File: config.mk
export PLATFORM = sky130hd
export DESIGN_NAME = panel_sequencer_flat
export DESIGN_NICKNAME = d
export VERILOG_FILES = /design/src/rtl/panel_sequencer_pkg.sv /design/src/rtl/panel_sequencer_if.sv /design/src/rtl/panel_sequencer_pulse_gen.sv /design/src/rtl/panel_sequencer.sv /design/src/flat_wrapper.sv
export SDC_FILE = /design/constraint.sdc
export NUM_CORES = 1
export LEC_CHECK = 0
export ABC_AREA = 0
export BUFFER_PORTS_ARGS = -buffer_cell sky130_fd_sc_hd__buf_4
export CORE_MARGIN = 3
export CORE_UTILIZATION = 45
export CTS_CLUSTER_SIZE = 12
export DETAILED_ROUTE_END_ITERATION = 10
export RECOVER_POWER = 100
export SLEW_MARGIN = 25
export SYNTH_ARGS = -nofsm -noshare
export SYNTH_HDL_FRONTEND = slang
export SYNTH_SLANG_ARGS = --single-unit
export TNS_END_PERCENT = 30
File: constraint.sdc
create_clock -name clk -period 4.73 [get_ports clk]
set_clock_uncertainty 0.2 [all_clocks]
set_input_delay 0.7095 -clock clk [delete_from_list [all_inputs] [get_ports clk]]
set_output_delay 0.7095 -clock clk [all_outputs]
set_load 0.05 [all_outputs]
File: src/rtl/panel_sequencer_pkg.sv
// Shared opcodes, FSM states and panel-pulse bit positions for panel_sequencer.
// Step word layout: {opcode[3:0], operand[11:0], delay[DELAY_W-1:0]}.
package panel_sequencer_pkg;

  localparam int OP_W   = 4;
  localparam int OPND_W = 12;
  localparam int SR_W   = 12;

  localparam logic [OP_W-1:0] OP_NOP      = 4'd0;
  localparam logic [OP_W-1:0] OP_SETSR    = 4'd1;
  localparam logic [OP_W-1:0] OP_ADDRLD   = 4'd2;
  localparam logic [OP_W-1:0] OP_EXTD     = 4'd3;
  localparam logic [OP_W-1:0] OP_DEP      = 4'd4;
  localparam logic [OP_W-1:0] OP_EXAM     = 4'd5;
  localparam logic [OP_W-1:0] OP_CONT     = 4'd6;
  localparam logic [OP_W-1:0] OP_HALT     = 4'd7;
  localparam logic [OP_W-1:0] OP_WAITHALT = 4'd8;
  localparam logic [OP_W-1:0] OP_WAITADDR = 4'd9;
  localparam logic [OP_W-1:0] OP_CHKADDR  = 4'd10;
  localparam logic [OP_W-1:0] OP_PASS     = 4'd14;
  localparam logic [OP_W-1:0] OP_FAIL     = 4'd15;

  typedef enum logic [2:0] {
    ST_IDLE,
    ST_FETCH,
    ST_EXEC,
    ST_PULSE,
    ST_WAIT,
    ST_GAP,
    ST_DONE
  } state_t;

  localparam int PB_ADDRLD = 0;
  localparam int PB_EXTD   = 1;
  localparam int PB_DEP    = 2;
  localparam int PB_EXAM   = 3;
  localparam int PB_CONT   = 4;
  localparam int NPULSE    = 5;

  // One-hot panel pulse for a pulse opcode; all-zero for anything else.
  function automatic logic [NPULSE-1:0] pulse_sel(input logic [OP_W-1:0] op);
    logic [NPULSE-1:0] sel;
    sel = '0;
    case (op)
      OP_ADDRLD: sel[PB_ADDRLD] = 1'b1;
      OP_EXTD:   sel[PB_EXTD]   = 1'b1;
      OP_DEP:    sel[PB_DEP]    = 1'b1;
      OP_EXAM:   sel[PB_EXAM]   = 1'b1;
      OP_CONT:   sel[PB_CONT]   = 1'b1;
      default:   sel = '0;
    endcase
    return sel;
  endfunction

endpackage

File: src/rtl/panel_sequencer_if.sv
// Host/CPU-facing bundle of panel_sequencer: step-memory writes, run control,
// CPU status in, panel switch/pulse levels and run status out.
interface panel_sequencer_if
  import panel_sequencer_pkg::*;
#(
  parameter int NSTEPS  = 16,
  parameter int DELAY_W = 16,
  parameter int ADDR_W  = 15
);
  localparam int IDX_W = $clog2(NSTEPS);

  logic               wr_en;
  logic [IDX_W-1:0]   wr_addr;
  logic [15+DELAY_W:0] wr_data;
  logic               start;
  logic               abort;
  logic [ADDR_W-1:0]  cpu_address;
  logic               cpu_halted;

  logic [SR_W-1:0]    sr;
  logic               addr_load;
  logic               extd_addr;
  logic               dep;
  logic               exam;
  logic               cont;
  logic               halt;
  logic               busy;
  logic               pass;
  logic               fail;
  logic [IDX_W-1:0]   step_idx;

  modport master (
    output wr_en, wr_addr, wr_data, start, abort, cpu_address, cpu_halted,
    input  sr, addr_load, extd_addr, dep, exam, cont, halt, busy, pass, fail, step_idx
  );

  modport slave (
    input  wr_en, wr_addr, wr_data, start, abort, cpu_address, cpu_halted,
    output sr, addr_load, extd_addr, dep, exam, cont, halt, busy, pass, fail, step_idx
  );

endinterface

File: src/rtl/panel_sequencer_pulse_gen.sv
// Shared down-counter timing both the panel pulse width and the post-step gap.
// A load of N makes last_o rise on the N-th cycle after the load edge.
module panel_sequencer_pulse_gen #(
  parameter int CNT_W = 16
) (
  input  logic             clk,
  input  logic             resetn,
  input  logic             load_i,
  input  logic [CNT_W-1:0] load_val_i,
  output logic             last_o
);

  logic [CNT_W-1:0] cnt_q, cnt_d;

  always_comb begin
    cnt_d = cnt_q;
    if (load_i) begin
      cnt_d = load_val_i;
    end else if (cnt_q != '0) begin
      cnt_d = cnt_q - 1'b1;
    end
  end

  always_ff @(posedge clk or negedge resetn) begin
    if (!resetn) begin
      cnt_q <= '0;
    end else begin
      cnt_q <= cnt_d;
    end
  end

  assign last_o = (cnt_q == CNT_W'(1));

endmodule

File: src/rtl/panel_sequencer.sv
// Front-panel stimulus engine: replays programmed panel steps into the PDP8e and
// reports pass/fail. Define PANEL_SEQ_TIMEOUT_EN to add a 24-bit WAIT watchdog.
module panel_sequencer
  import panel_sequencer_pkg::*;
#(
  parameter int NSTEPS  = 16,
  parameter int DELAY_W = 16,
  parameter int PULSE_W = 1700,
  parameter int ADDR_W  = 15
) (
  input logic              clk,
  input logic              resetn,
  panel_sequencer_if.slave bus
);

  localparam int IDX_W    = $clog2(NSTEPS);
  localparam int WORD_W   = OP_W + OPND_W + DELAY_W;
  localparam int OPC_LSB  = DELAY_W + OPND_W;
  localparam int OPND_LSB = DELAY_W;
  localparam int PW_W     = $clog2(PULSE_W + 1);
  localparam int CNT_W    = (DELAY_W > PW_W) ? DELAY_W : PW_W;

  logic [WORD_W-1:0] mem_q [NSTEPS];
  logic [WORD_W-1:0] fetch_word;

  state_t              state_q, state_d;
  logic [IDX_W-1:0]    idx_q, idx_d;
  logic [OP_W-1:0]     op_q, op_d;
  logic [OPND_W-1:0]   opnd_q, opnd_d;
  logic [DELAY_W-1:0]  dly_q, dly_d;
  logic [SR_W-1:0]     sr_q, sr_d;
  logic [NPULSE-1:0]   pls_q, pls_d;
  logic                halt_q, halt_d;
  logic                pass_q, pass_d;
  logic                fail_q, fail_d;

  logic                cnt_load;
  logic [CNT_W-1:0]    cnt_val;
  logic                cnt_last;
  logic                step_end;
  logic                advance;
  logic                set_fail;
  logic                wait_hit;
  logic                wd_exp;
  logic                unused_addr_hi;

  assign unused_addr_hi = ^bus.cpu_address[ADDR_W-1:OPND_W];

  // Step memory is only writable while idle so a running program never changes under itself.
  always_ff @(posedge clk) begin
    if (bus.wr_en && (state_q == ST_IDLE)) begin
      mem_q[bus.wr_addr] <= bus.wr_data;
    end
  end

  assign fetch_word = mem_q[idx_q];
  assign wait_hit   = (op_q == OP_WAITHALT) ? bus.cpu_halted
                                            : (bus.cpu_address[OPND_W-1:0] == opnd_q);

`ifdef PANEL_SEQ_TIMEOUT_EN
  logic [23:0] wd_q, wd_d;

  assign wd_d   = (state_q == ST_WAIT) ? wd_q + 24'd1 : 24'd0;
  assign wd_exp = (state_q == ST_WAIT) && (wd_q == 24'hFF_FFFF);

  always_ff @(posedge clk or negedge resetn) begin
    if (!resetn) begin
      wd_q <= '0;
    end else begin
      wd_q <= wd_d;
    end
  end
`else
  assign wd_exp = 1'b0;
`endif

  panel_sequencer_pulse_gen #(.CNT_W(CNT_W)) u_pulse_gen (
    .clk        (clk),
    .resetn     (resetn),
    .load_i     (cnt_load),
    .load_val_i (cnt_val),
    .last_o     (cnt_last)
  );

  always_comb begin
    state_d  = state_q;
    idx_d    = idx_q;
    op_d     = op_q;
    opnd_d   = opnd_q;
    dly_d    = dly_q;
    sr_d     = sr_q;
    pls_d    = '0;
    halt_d   = halt_q;
    pass_d   = pass_q;
    fail_d   = fail_q;
    cnt_load = 1'b0;
    cnt_val  = CNT_W'(PULSE_W);
    step_end = 1'b0;
    advance  = 1'b0;
    set_fail = 1'b0;

    case (state_q)
      ST_IDLE: begin
        if (bus.start) begin
          state_d = ST_FETCH;
          idx_d   = '0;
          pass_d  = 1'b0;
          fail_d  = 1'b0;
        end
      end
      ST_FETCH: begin
        op_d    = fetch_word[OPC_LSB +: OP_W];
        opnd_d  = fetch_word[OPND_LSB +: OPND_W];
        dly_d   = fetch_word[0 +: DELAY_W];
        state_d = ST_EXEC;
      end
      ST_EXEC: begin
        case (op_q)
          OP_NOP:   step_end = 1'b1;
          OP_SETSR: begin
            sr_d     = opnd_q;
            step_end = 1'b1;
          end
          OP_ADDRLD, OP_EXTD, OP_DEP, OP_EXAM, OP_CONT: begin
            pls_d    = pulse_sel(op_q);
            cnt_load = 1'b1;
            state_d  = ST_PULSE;
          end
          OP_HALT: begin
            halt_d   = opnd_q[OPND_W-1];
            step_end = 1'b1;
          end
          OP_WAITHALT, OP_WAITADDR: state_d = ST_WAIT;
          OP_CHKADDR: begin
            if (bus.cpu_address[OPND_W-1:0] == opnd_q) step_end = 1'b1;
            else                                        set_fail = 1'b1;
          end
          OP_PASS: begin
            state_d = ST_DONE;
            pass_d  = 1'b1;
            fail_d  = 1'b0;
          end
          default: set_fail = 1'b1;
        endcase
      end
      ST_PULSE: begin
        if (cnt_last) step_end = 1'b1;
        else          pls_d    = pls_q;
      end
      ST_WAIT: begin
        if (wait_hit) begin
          step_end = 1'b1;
        end else if (wd_exp) begin
          set_fail = 1'b1;
          halt_d   = 1'b1;
        end
      end
      ST_GAP: begin
        if (cnt_last) advance = 1'b1;
      end
      ST_DONE: state_d = ST_IDLE;
      default: state_d = ST_IDLE;
    endcase

    // A zero delay skips GAP; running off the last step without PASS/FAIL is a failure.
    if (step_end) begin
      if (dly_q != '0) begin
        cnt_load = 1'b1;
        cnt_val  = CNT_W'(dly_q);
        state_d  = ST_GAP;
      end else begin
        advance = 1'b1;
      end
    end
    if (advance) begin
      if (idx_q == IDX_W'(NSTEPS - 1)) begin
        set_fail = 1'b1;
      end else begin
        idx_d   = idx_q + 1'b1;
        state_d = ST_FETCH;
      end
    end
    if (set_fail) begin
      state_d = ST_DONE;
      fail_d  = 1'b1;
      pass_d  = 1'b0;
    end

    if (bus.abort) begin
      state_d  = (state_q == ST_IDLE) ? ST_IDLE : ST_DONE;
      idx_d    = idx_q;
      pls_d    = '0;
      cnt_load = 1'b0;
      halt_d   = 1'b1;
      fail_d   = 1'b1;
      pass_d   = 1'b0;
    end
  end

  always_ff @(posedge clk or negedge resetn) begin
    if (!resetn) begin
      state_q <= ST_IDLE;
      idx_q   <= '0;
      op_q    <= OP_NOP;
      opnd_q  <= '0;
      dly_q   <= '0;
      sr_q    <= '0;
      pls_q   <= '0;
      halt_q  <= 1'b1;
      pass_q  <= 1'b0;
      fail_q  <= 1'b0;
    end else begin
      state_q <= state_d;
      idx_q   <= idx_d;
      op_q    <= op_d;
      opnd_q  <= opnd_d;
      dly_q   <= dly_d;
      sr_q    <= sr_d;
      pls_q   <= pls_d;
      halt_q  <= halt_d;
      pass_q  <= pass_d;
      fail_q  <= fail_d;
    end
  end

  assign bus.sr        = sr_q;
  assign bus.addr_load = pls_q[PB_ADDRLD];
  assign bus.extd_addr = pls_q[PB_EXTD];
  assign bus.dep       = pls_q[PB_DEP];
  assign bus.exam      = pls_q[PB_EXAM];
  assign bus.cont      = pls_q[PB_CONT];
  assign bus.halt      = halt_q;
  assign bus.busy      = (state_q != ST_IDLE);
  assign bus.pass      = pass_q;
  assign bus.fail      = fail_q;
  assign bus.step_idx  = idx_q;

endmodule

File: src/flat_wrapper.sv
// flat-port wrapper written by rule: the top's interface ports become plain ports
module panel_sequencer_flat import panel_sequencer_pkg::*;
#(
  parameter int NSTEPS  = 16,
  parameter int DELAY_W = 16,
  parameter int PULSE_W = 1700,
  parameter int ADDR_W  = 15
)
  (clk, resetn, bus_wr_en, bus_wr_addr, bus_wr_data, bus_start, bus_abort, bus_cpu_address, bus_cpu_halted, bus_sr, bus_addr_load, bus_extd_addr, bus_dep, bus_exam, bus_cont, bus_halt, bus_busy, bus_pass, bus_fail, bus_step_idx);
  panel_sequencer_if #(.NSTEPS(NSTEPS), .DELAY_W(DELAY_W), .ADDR_W(ADDR_W)) bus_i ();
  input logic clk;
  input logic resetn;
  input wire logic [$bits(bus_i.wr_en)-1:0] bus_wr_en;
  input wire logic [$bits(bus_i.wr_addr)-1:0] bus_wr_addr;
  input wire logic [$bits(bus_i.wr_data)-1:0] bus_wr_data;
  input wire logic [$bits(bus_i.start)-1:0] bus_start;
  input wire logic [$bits(bus_i.abort)-1:0] bus_abort;
  input wire logic [$bits(bus_i.cpu_address)-1:0] bus_cpu_address;
  input wire logic [$bits(bus_i.cpu_halted)-1:0] bus_cpu_halted;
  output wire logic [$bits(bus_i.sr)-1:0] bus_sr;
  output wire logic [$bits(bus_i.addr_load)-1:0] bus_addr_load;
  output wire logic [$bits(bus_i.extd_addr)-1:0] bus_extd_addr;
  output wire logic [$bits(bus_i.dep)-1:0] bus_dep;
  output wire logic [$bits(bus_i.exam)-1:0] bus_exam;
  output wire logic [$bits(bus_i.cont)-1:0] bus_cont;
  output wire logic [$bits(bus_i.halt)-1:0] bus_halt;
  output wire logic [$bits(bus_i.busy)-1:0] bus_busy;
  output wire logic [$bits(bus_i.pass)-1:0] bus_pass;
  output wire logic [$bits(bus_i.fail)-1:0] bus_fail;
  output wire logic [$bits(bus_i.step_idx)-1:0] bus_step_idx;
  assign bus_i.wr_en = bus_wr_en;
  assign bus_i.wr_addr = bus_wr_addr;
  assign bus_i.wr_data = bus_wr_data;
  assign bus_i.start = bus_start;
  assign bus_i.abort = bus_abort;
  assign bus_i.cpu_address = bus_cpu_address;
  assign bus_i.cpu_halted = bus_cpu_halted;
  assign bus_sr = bus_i.sr;
  assign bus_addr_load = bus_i.addr_load;
  assign bus_extd_addr = bus_i.extd_addr;
  assign bus_dep = bus_i.dep;
  assign bus_exam = bus_i.exam;
  assign bus_cont = bus_i.cont;
  assign bus_halt = bus_i.halt;
  assign bus_busy = bus_i.busy;
  assign bus_pass = bus_i.pass;
  assign bus_fail = bus_i.fail;
  assign bus_step_idx = bus_i.step_idx;
  panel_sequencer #(.NSTEPS(NSTEPS), .DELAY_W(DELAY_W), .PULSE_W(PULSE_W), .ADDR_W(ADDR_W)) u_core (.clk(clk), .resetn(resetn), .bus(bus_i));
endmodule
==> flow_summary.yaml, run 1 <==
outcome:
  outcome: "finished with violations"
  violations: "capacitance limit, slew limit"
cells_and_area:
  fin_nets: 1476
  diodes: 0
  layout_commonest_cell: "edfxtp_1"
  area_growth_pct: 13.53
  n_fill_cell: 4139
  final_cell_mix: "edfxtp_1 (512), mux2i_1 (129), clkbuf_1 (94), dfrtp_1 (73), o221ai_1 (65)"
  final_layout_size_suffix_gt1_share_pct: 16.18
power_and_ir_drop:
  vdd_drop_max_mv: 0.2686
  netSwitchingPower_mw: 3.322
  sw_frac_of_total_pct: 26.48
  p_per_area_nw_per_um2: 473.7
  clock_power_share_pct: 36.5
  p_leak_nw: 9.566
  pwr-share-comb_pct: 12.4
  pwr-share-seq_pct: 51.1
  internal_power_mw: 9.221
placement:
  dp_hpwl_um: 30960
  dpl_worst_slack_ps: 1657
  gp_congestion: 0.8360
  io_buffer_count: 78
clock_network:
  cts.clk_slew.worst_paths_ps: 60
  postCtsSetupRepairBufs: 0
  clk_latency_ps: 610
  cts_root_buffer: "clkbuf_16"
  clockBufferDepth: 3
  tritoncts: "done"
  cts_sinks: 587
  cts_buffers: 60
  ctsHtreeMaxLevel: 2
worst_setup_path:
  crit_family: "buffers and inverters"
  path_class: "reg2reg"
  start_kind: "flop"
  slowest_stage: "clkbuf_2"
  crit_required_ps: 5010
  path_max_fanout: 49
  crit_arrival_ps: 4010
  max_stage_delay_ps: 1360
  endpoint_kind: "flop"
  critPathBufInv: 1
  path_cells: "clkbuf_2, mux4_2, o22ai_1, o31ai_1"
yosys:
  ys_ff_latch: 587
  synthTopCellsByArea: "edfxtp_1 (66%), dfrtp_1 (7.9%), mux4_2 (6.2%)"
  yosys.cell_types.count: 57
  synth_top_area_share_pct: 65.92
  synth_edf_count: 512
  syn-cell-area_um2: 23320
  seq_area_frac_synth_pct: 73.98
  synth_top_flop_cell: "edfxtp_1"
  syn_avg_cell_area_um2: 17.84
  syn_inst: 1307
  synth_top_area_cell: "edfxtp_1"
  synthArstFlopShare_pct: 12.78
  synth-warning-count: 0
  syn_nets: 1368
floorplanning:
  die_x_um: 233.7
  io_pins: 82
  start_util_pct: 46.02
  core_um2: 50680
  dieArea_um2: 54590
  row_count: 82
  die_h_um: 233.7
route:
  wl_um: 53820
  drt_first_pass_iters: 5
  ant_nets: 0
  vias_per_cell: 5.876
  drc_errors: 0
  avgRoutedWirePerCell_um: 25.18
  num_vias: 12560
  drt_iter0_drc: 1036
timing:
  hold_viol: 0
  setup_violations: 0
  period_share_pct: 78.80
  layout_setup_ws_ps: 1003
  tns_ps: 0
  slew-limit-headroom_pct: -50.21
  slew_viol_final: 139
  tightest_slew_ps: 2253
  rsz0062_at_grt: "false"
  period_minus_slack_ps: 3727
  max_freq_mhz: 268.3
hold_path:
  hold_class: "in2reg"
global_routing:
  gr-total-overflow: 0
  antenna_found_initial: 1
  grt_max_degree: 50
  grt_pass1_vias: 12530
  grt_pass1_wl_um: 79880
  track_usage_pct: 19.84
job:
  drv_cap: 4
-- cells by family after synthesis --
family / count (synthesis) / synth area share (%)
AOI/OAI and AO/OA: 221 / 7.135
xor gates and xnor gates: 24 / 0.9013
adders and majority gates: 4 / 0.2146
buffers and inverters: 91 / 1.647
DFF: 587 / 73.98
muxes: 205 / 12.30
and+or+nand+nor: 175 / 3.830
-- Yosys cell counts (3+ instances only) --
cell type and instances:
mux2i_1 129, o21ai_0 9, nand4_1 5, mux2_2 12, and2_1 3, nor2_1 32
edfxtp_1 512, nor3b_1 4, buf_1 7, nor4_1 7, o31ai_1 34, clkbuf_1 39
dfrtp_1 74, a21o_1 3, ha_1 4, nand2b_1 6, nor3_1 18, or3_1 6
nand3_1 11, and3_1 4, inv_1 19, o221ai_1 65, o22a_1 6, a31oi_1 3
nand2_1 64, a21oi_1 40, buf_2 22, xnor2_1 8, xor2_1 16, o22ai_1 34
o22ai_2 10, mux4_2 64, a221oi_1 4, nor2b_1 3
-- path summary, 6_finish.rpt --
check                                             from           endpoint  slack, ps  cells after the start
worst max-delay path            u_core.bus.step_idx[1]  u_core.opnd_q[11]       1000                      4
max in group asynchronous                       resetn    u_core.dly_q[1]       1310                      3
worst min-delay path                         bus_abort    u_core.pls_q[1]        220                      2
worst max register to register  u_core.bus.step_idx[1]  u_core.opnd_q[11]       1000                      4
worst min register to register         u_core.pls_q[1]    u_core.pls_q[1]        280                      2
min in group asynchronous                       resetn   u_core.bus.sr[0]        490                      2
-- power by group through the flow --
stage	clock network, mW	logic, mW	registers, mW
6_report	4.58	1.56	6.41
5_1_grt	4.89	1.72	6.44
4_1_cts	4.68	1.66	6.39
3_5_place_dp	0	1.65	6.50
3_3_place_gp	0	1.62	6.48
2_1_floorplan	0	1.04	6.44
-- worst reg2reg max path, stage by stage (launching register included) --
cell	delay (ps)
dfrtp_1	1160
clkbuf_2	1390
mux4_2	480
o22ai_1	90
o31ai_1	290
-- through the flow --
step / power, mW / std cells / hold WS [ps] / area [um2] / util, %
floorplan: 7.481 / 1307 / 213.9 / 23320 / -
global placement: 8.102 / 2024 / 269.6 / 24910 / 49.15
detailed placement: 8.144 / 2024 / 276.1 / 24910 / 49.15
CTS: 12.72 / 2137 / 159.2 / 26830 / 52.94
global route: 13.05 / 2137 / 208.5 / 26480 / 52.24
finish: 12.54 / 2137 / 224.4 / 26480 / 52.24
-- flip-flops by register name, summed over array words and instances, names as in the netlist, 3 cells and up --
| name | count |
|---|---|
| u_core.bus.sr | 12 |
| u_core.state_q | 3 |
| u_core.pls_q | 5 |
| u_core.u_pulse_gen.cnt_q | 16 |
| u_core.opnd_q | 12 |
| u_core.dly_q | 16 |
| u_core.op_q | 4 |
| u_core.mem_q | 512 |
| u_core.bus.step_idx | 4 |
-- timing repair --
item                                   CTS  global route
hold buffers                             1             0
resized for setup                        0             0
endpoints found under the hold margin   45             0
-- per-layer routing --
metal | vias to the layer above | part of all wire [%] | track usage (%)
li1 | 5545 | - | -
met5 | - | 0 | 0
met3 | 77 | 6.4 | 3.890
met2 | 377 | 45 | 29.92
met1 | 6557 | 46 | 29.78
met4 | 0 | 2.1 | 5.145
-- cell type report --
cell class / instances / area [um2] / area share (%)
Sequential cell: 587 / 17250 / 65.16
Multi-Input combinational cell: 629 / 5723 / 21.61
Clock buffer: 98 / 1755 / 6.630
Tap cell: 672 / 840.8 / 3.176
Timing Repair Buffer: 116 / 670.6 / 2.533
Clock inverter: 14 / 155.1 / 0.5860
Inverter: 21 / 78.83 / 0.2977
(Power assumes the default switching activity.)
==> run 2: changes to the inputs <==
clock period = 3.6 ns   (was 4.73 ns; I/O delays follow)
==> flow_summary.yaml, run 2 (synthesized netlist as in run 1, its figures left out) <==
timing:
  rsz0062_at_grt: "false"
  slew-limit-headroom_pct: -17.89
  setup_violations: 0
  max_freq_mhz: 300.6
  period_minus_slack_ps: 3327
  layout_setup_ws_ps: 273.0
  tightest_slew_ps: 1768
  period_share_pct: 92.42
  slew_viol_final: 59
  hold_viol: 0
  tns_ps: 0
cells_and_area:
  reg_top3: "u_core.mem_q x512, u_core.dly_q x16, u_core.u_pulse_gen.cnt_q x16"
  final_cell_count_no_fill: 2151
  area_growth_pct: 14.13
  top_register: "u_core.mem_q"
  final_layout_size_suffix_gt1_share_pct: 16.51
  final_cell_mix: "edfxtp_1 (512), mux2i_1 (129), clkbuf_1 (84), dfrtp_1 (72), o221ai_1 (65)"
  layout_commonest_cell: "edfxtp_1"
  largest_register_ffs: 512
  fin_nets: 1487
  postLayoutCellArea_um2: 26620
route:
  drt_first_pass_iters: 5
  num_vias: 12570
  drc_errors: 0
  vias_per_cell: 5.841
  ant_nets: 0
  drt_iter0_drc: 1172
  wl_um: 54970
  avgRoutedWirePerCell_um: 25.56
clock_network:
  cts_buffers: 60
  cts_root_buffer: "clkbuf_16"
  cts.clk_slew.worst_paths_ps: 60
  cts_sinks: 587
  ctsHtreeMaxLevel: 2
  clk_latency_ps: 610
  tritoncts: "done"
  clockBufferDepth: 3
worst_setup_path:
  crit_required_ps: 3630
  critPathBufInv: 2
  r2r_start: "u_core.state_q[0]"
  crit_arrival_ps: 3360
  slowest_stage: "clkbuf_2"
  critical_path.startpoint: "u_core.state_q[0]"
  path_class: "reg2reg"
  path_max_fanout: 23
  start_kind: "flop"
  path_cells: "nor3_1, clkbuf_1, nand2_1, or3_1, nor2_4, clkbuf_2"
  max_stage_delay_ps: 780
  crit_family: "simple AND/OR/NAND/NOR gates"
  endpoint_kind: "flop"
placement:
  dp_hpwl_um: 30700
  gp_congestion: 0.8185
  dpl_cell_area_um2: 25100
  dp.cells: 2024
  dpl_worst_slack_ps: 446.8
  io_buffer_count: 78
floorplanning:
  die_h_um: 233.7
  core_um2: 50680
  dieArea_um2: 54590
  die_x_um: 233.7
  io_pins: 82
  row_count: 82
  start_util_pct: 46.02
hold_path:
  hp-start: "bus_abort"
  hold_class: "in2reg"
global_routing:
  grt_pass1_wl_um: 81760
  gr-total-overflow: 0
  grt_pass1_vias: 12620
  antenna_found_initial: 3
  grt_max_degree: 59
  track_usage_pct: 20.34
outcome:
  outcome: "finished with violations"
  violations: "capacitance limit, slew limit"
power_and_ir_drop:
  p_per_area_nw_per_um2: 615.9
  p_leak_nw: 9.624
  vdd_drop_max_mv: 0.3797
job:
  drv_cap: 1
run 2: cell count changes in the layout (fill, tap and decap cells not counted), sizes merged:
cell / previous run / this run
diode: 0 / 1
clkbuf: 171 / 174
clkinvlp: 1 / 0
clkinv: 9 / 15
bufinv: 3 / 0
dlygate4sd3: 1 / 12
inv: 22 / 21
buf: 42 / 40
run 2: per-stage QoR:
step / power, mW / util [%] / hold WS, ps
after global routing: 17.04 / 52.51 / 60.91
after floorplan: 9.829 / - / 44.41
after detailed placement: 10.73 / 49.52 / 271.2
after CTS: 16.65 / 53.48 / 3.288
final: 16.39 / 52.52 / 66.69
after global placement: 10.69 / 49.52 / 266.2
run 2: final cells by class:
type                            instances  area (um2)
Fill cell                            4138       24070
Sequential cell                       587       17260
Multi-Input combinational cell        629        5700
Clock buffer                           99        1809
Timing Repair Buffer                  127       845.8
Tap cell                              672       840.8
Clock inverter                         15       78.83
Inverter                               21       78.83
Antenna cell                            1       2.502
run 2: timing repair:
item	in CTS	in global routing
setup buffers	0	0
endpoints found under the hold margin	206	0
resized for setup	0	0
hold buffers	12	0
run 2: report_power, final:
group / internal, mW / switching [mW]
combinational: 0.777 / 1.34
sequential: 7.83 / 0.540
clock: 3.41 / 2.50
total: 12.0 / 4.38
run 2: worst reg2reg max path: stages, from the launching register on:
cell      delay (ps)
dfrtp_1          470
nor3_1           210
clkbuf_1         290
nand2_1          140
or3_1            460
nor2_4           370
clkbuf_2         780
run 2: path summary, 6_finish.rpt:
path                                      endpoint  slack, ps  depth (start not counted)
worst min register to register     u_core.pls_q[3]        270                          2
worst max register to register  u_core.mem_q[4][0]        270                          6
max in group asynchronous         u_core.opnd_q[7]        740                          3
worst min-delay path               u_core.pls_q[3]         70                          2
min in group asynchronous         u_core.bus.sr[0]        750                          2
worst max-delay path            u_core.mem_q[4][0]        270                          6
run 2: metal layers:
metal | track usage (%) | vias to the layer above | wire, um
met5 | 0 | - | 34
met4 | 5.050 | 4 | 901
met3 | 3.695 | 69 | 3199
met2 | 32.01 | 361 | 25820
met1 | 29.60 | 6550 | 25020
li1 | - | 5581 | -
==> run 3: changes to the inputs <==
PLACE_DENSITY = 0.71   (was unset)
==> flow_summary.yaml, run 3 (synthesized netlist as in run 1, its figures left out) <==
route:
  drc_errors: 0
  avgRoutedWirePerCell_um: 25.17
  ant_nets: 0
  drt_iter0_drc: 1535
  num_vias: 12770
  wl_um: 53830
  drt_first_pass_iters: 7
  vias_per_cell: 5.971
placement:
  gp_congestion: 0.8464
  dp.cells: 2029
  dp_hpwl_um: 30530
  dpl_worst_slack_ps: 622.8
  io_buffer_count: 78
floorplanning:
  io_pins: 82
  core_um2: 50680
  die_x_um: 233.7
  row_count: 82
  dieArea_um2: 54590
  die_h_um: 233.7
  start_util_pct: 46.02
timing:
  hold_viol: 0
  tns_ps: 0
  slew-limit-headroom_pct: -14.43
  tightest_slew_ps: 1710
  slew_viol_final: 51
  setup_violations: 0
  holdWs_ps: 91.65
  period_share_pct: 92.32
  period_minus_slack_ps: 3324
  rsz0062_at_grt: "false"
  max_freq_mhz: 300.9
  layout_setup_ws_ps: 276.4
global_routing:
  antenna_found_initial: 2
  grt_pass1_wl_um: 80940
  gr-total-overflow: 0
  track_usage_pct: 19.87
  grt_pass1_vias: 13000
  grt_max_degree: 65
outcome:
  outcome: "finished with violations"
  violations: "capacitance limit, slew limit"
power_and_ir_drop:
  p_per_area_nw_per_um2: 612.2
  p_leak_nw: 9.547
  vdd_drop_max_mv: 0.4203
cells_and_area:
  reg_top3: "u_core.mem_q x512, u_core.dly_q x16, u_core.u_pulse_gen.cnt_q x16"
  final_cell_count_no_fill: 2139
  diodes: 0
  n_fill_cell: 4060
  layout_commonest_cell: "edfxtp_1"
  top_register: "u_core.mem_q"
  final_layout_size_suffix_gt1_share_pct: 15.34
  area_growth_pct: 13.49
  fin_nets: 1480
  final_cell_mix: "edfxtp_1 (512), mux2i_1 (129), clkbuf_1 (103), dfrtp_1 (72), o221ai_1 (65)"
  largest_register_ffs: 512
worst_setup_path:
  crit_end: "u_core.mem_q[15][4]"
  start_kind: "flop"
  r2r_slack_ps: 280
  critical_path.startpoint: "u_core.state_q[0]"
  r2r_start: "u_core.state_q[0]"
  r2r_end: "u_core.mem_q[15][4]"
  endpoint_kind: "flop"
  path_class: "reg2reg"
  crit_required_ps: 3680
  path_max_fanout: 24
  worst-r2r-cell-count: 5
  crit_arrival_ps: 3400
clock_network:
  cts.clk_slew.worst_paths_ps: 60
  clockBufferDepth: 3
  cts_root_buffer: "clkbuf_16"
  ctsHtreeMaxLevel: 2
  cts_resized: 0
  clk_latency_ps: 600
  hold_buffers: 2
  cts_buffers: 58
  cts_sinks: 587
  postCtsSetupRepairBufs: 0
  tritoncts: "done"
hold_path:
  hold_class: "in2reg"
job:
  drv_cap: 4
-- run 3: cell types whose count changed in the layout (fill, tap and decap cells not counted), moves of 4 or more --
cell,before,now
clkinv_1,8,2
clkinv_2,6,1
nor2_1,25,29
dlygate4sd3_1,12,2
clkbuf_8,14,3
clkbuf_1,84,103
buf_4,31,35
-- run 3: worst max-delay path, cell delays in order (launching register included) --
cell and delay [ps]:
dfrtp_1 470, nor3_1 270, clkbuf_1 260, nand4_1 350
nor2_1 1120, buf_12 330
-- run 3: cell type report --
cell class | instances | area (um2) | share of cell area, %
inverters | 21 | 78.83 | 0.2978
well taps | 672 | 840.8 | 3.177
clock buffers | 103 | 1735 | 6.557
flip-flops and latches | 587 | 17260 | 65.20
repair buffers | 122 | 797.0 | 3.011
multi-input cells | 629 | 5674 | 21.44
clock inverters | 5 | 83.83 | 0.3167
-- run 3: report_power, final --
part	switching (mW)	internal [mW]
Combinational	1.32	0.767
Clock	2.40	3.38
Sequential	0.505	7.83
Total	4.23	12.0
-- run 3: worst min-delay path by stage --
stage                         start                    to  slack (ps)  cells past startpoint
floorplan                    resetn       u_core.bus.fail          40                      0
detailed placement  u_core.pls_q[1]       u_core.pls_q[1]         270                      2
finish                    bus_abort       u_core.pls_q[1]          90                      2
CTS                 bus_wr_data[30]  u_core.mem_q[12][30]        0.06                      1
global route              bus_abort       u_core.pls_q[1]          60                      2
global placement    u_core.pls_q[3]       u_core.pls_q[3]         270                      2
-- run 3: stage by stage --
| step | cell area (um2) | total power [mW] | util (%) |
|---|---|---|---|
| floorplan | 23330 | 9.829 | - |
| global placement | 25070 | 10.56 | 49.47 |
| detailed placement | 25070 | 10.64 | 49.47 |
| CTS | 26910 | 16.40 | 53.10 |
| global route | 26470 | 16.84 | 52.22 |
| finish | 26470 | 16.20 | 52.22 |
-- run 3: metal layers --
metal | vias up | global-route usage (%) | wire length (um)
met1 | 6624 | 28.27 | 22970
met5 | - | 0 | 21
li1 | 5545 | - | -
met4 | 4 | 6.006 | 1309
met3 | 79 | 3.244 | 3887
met2 | 519 | 31.79 | 25650
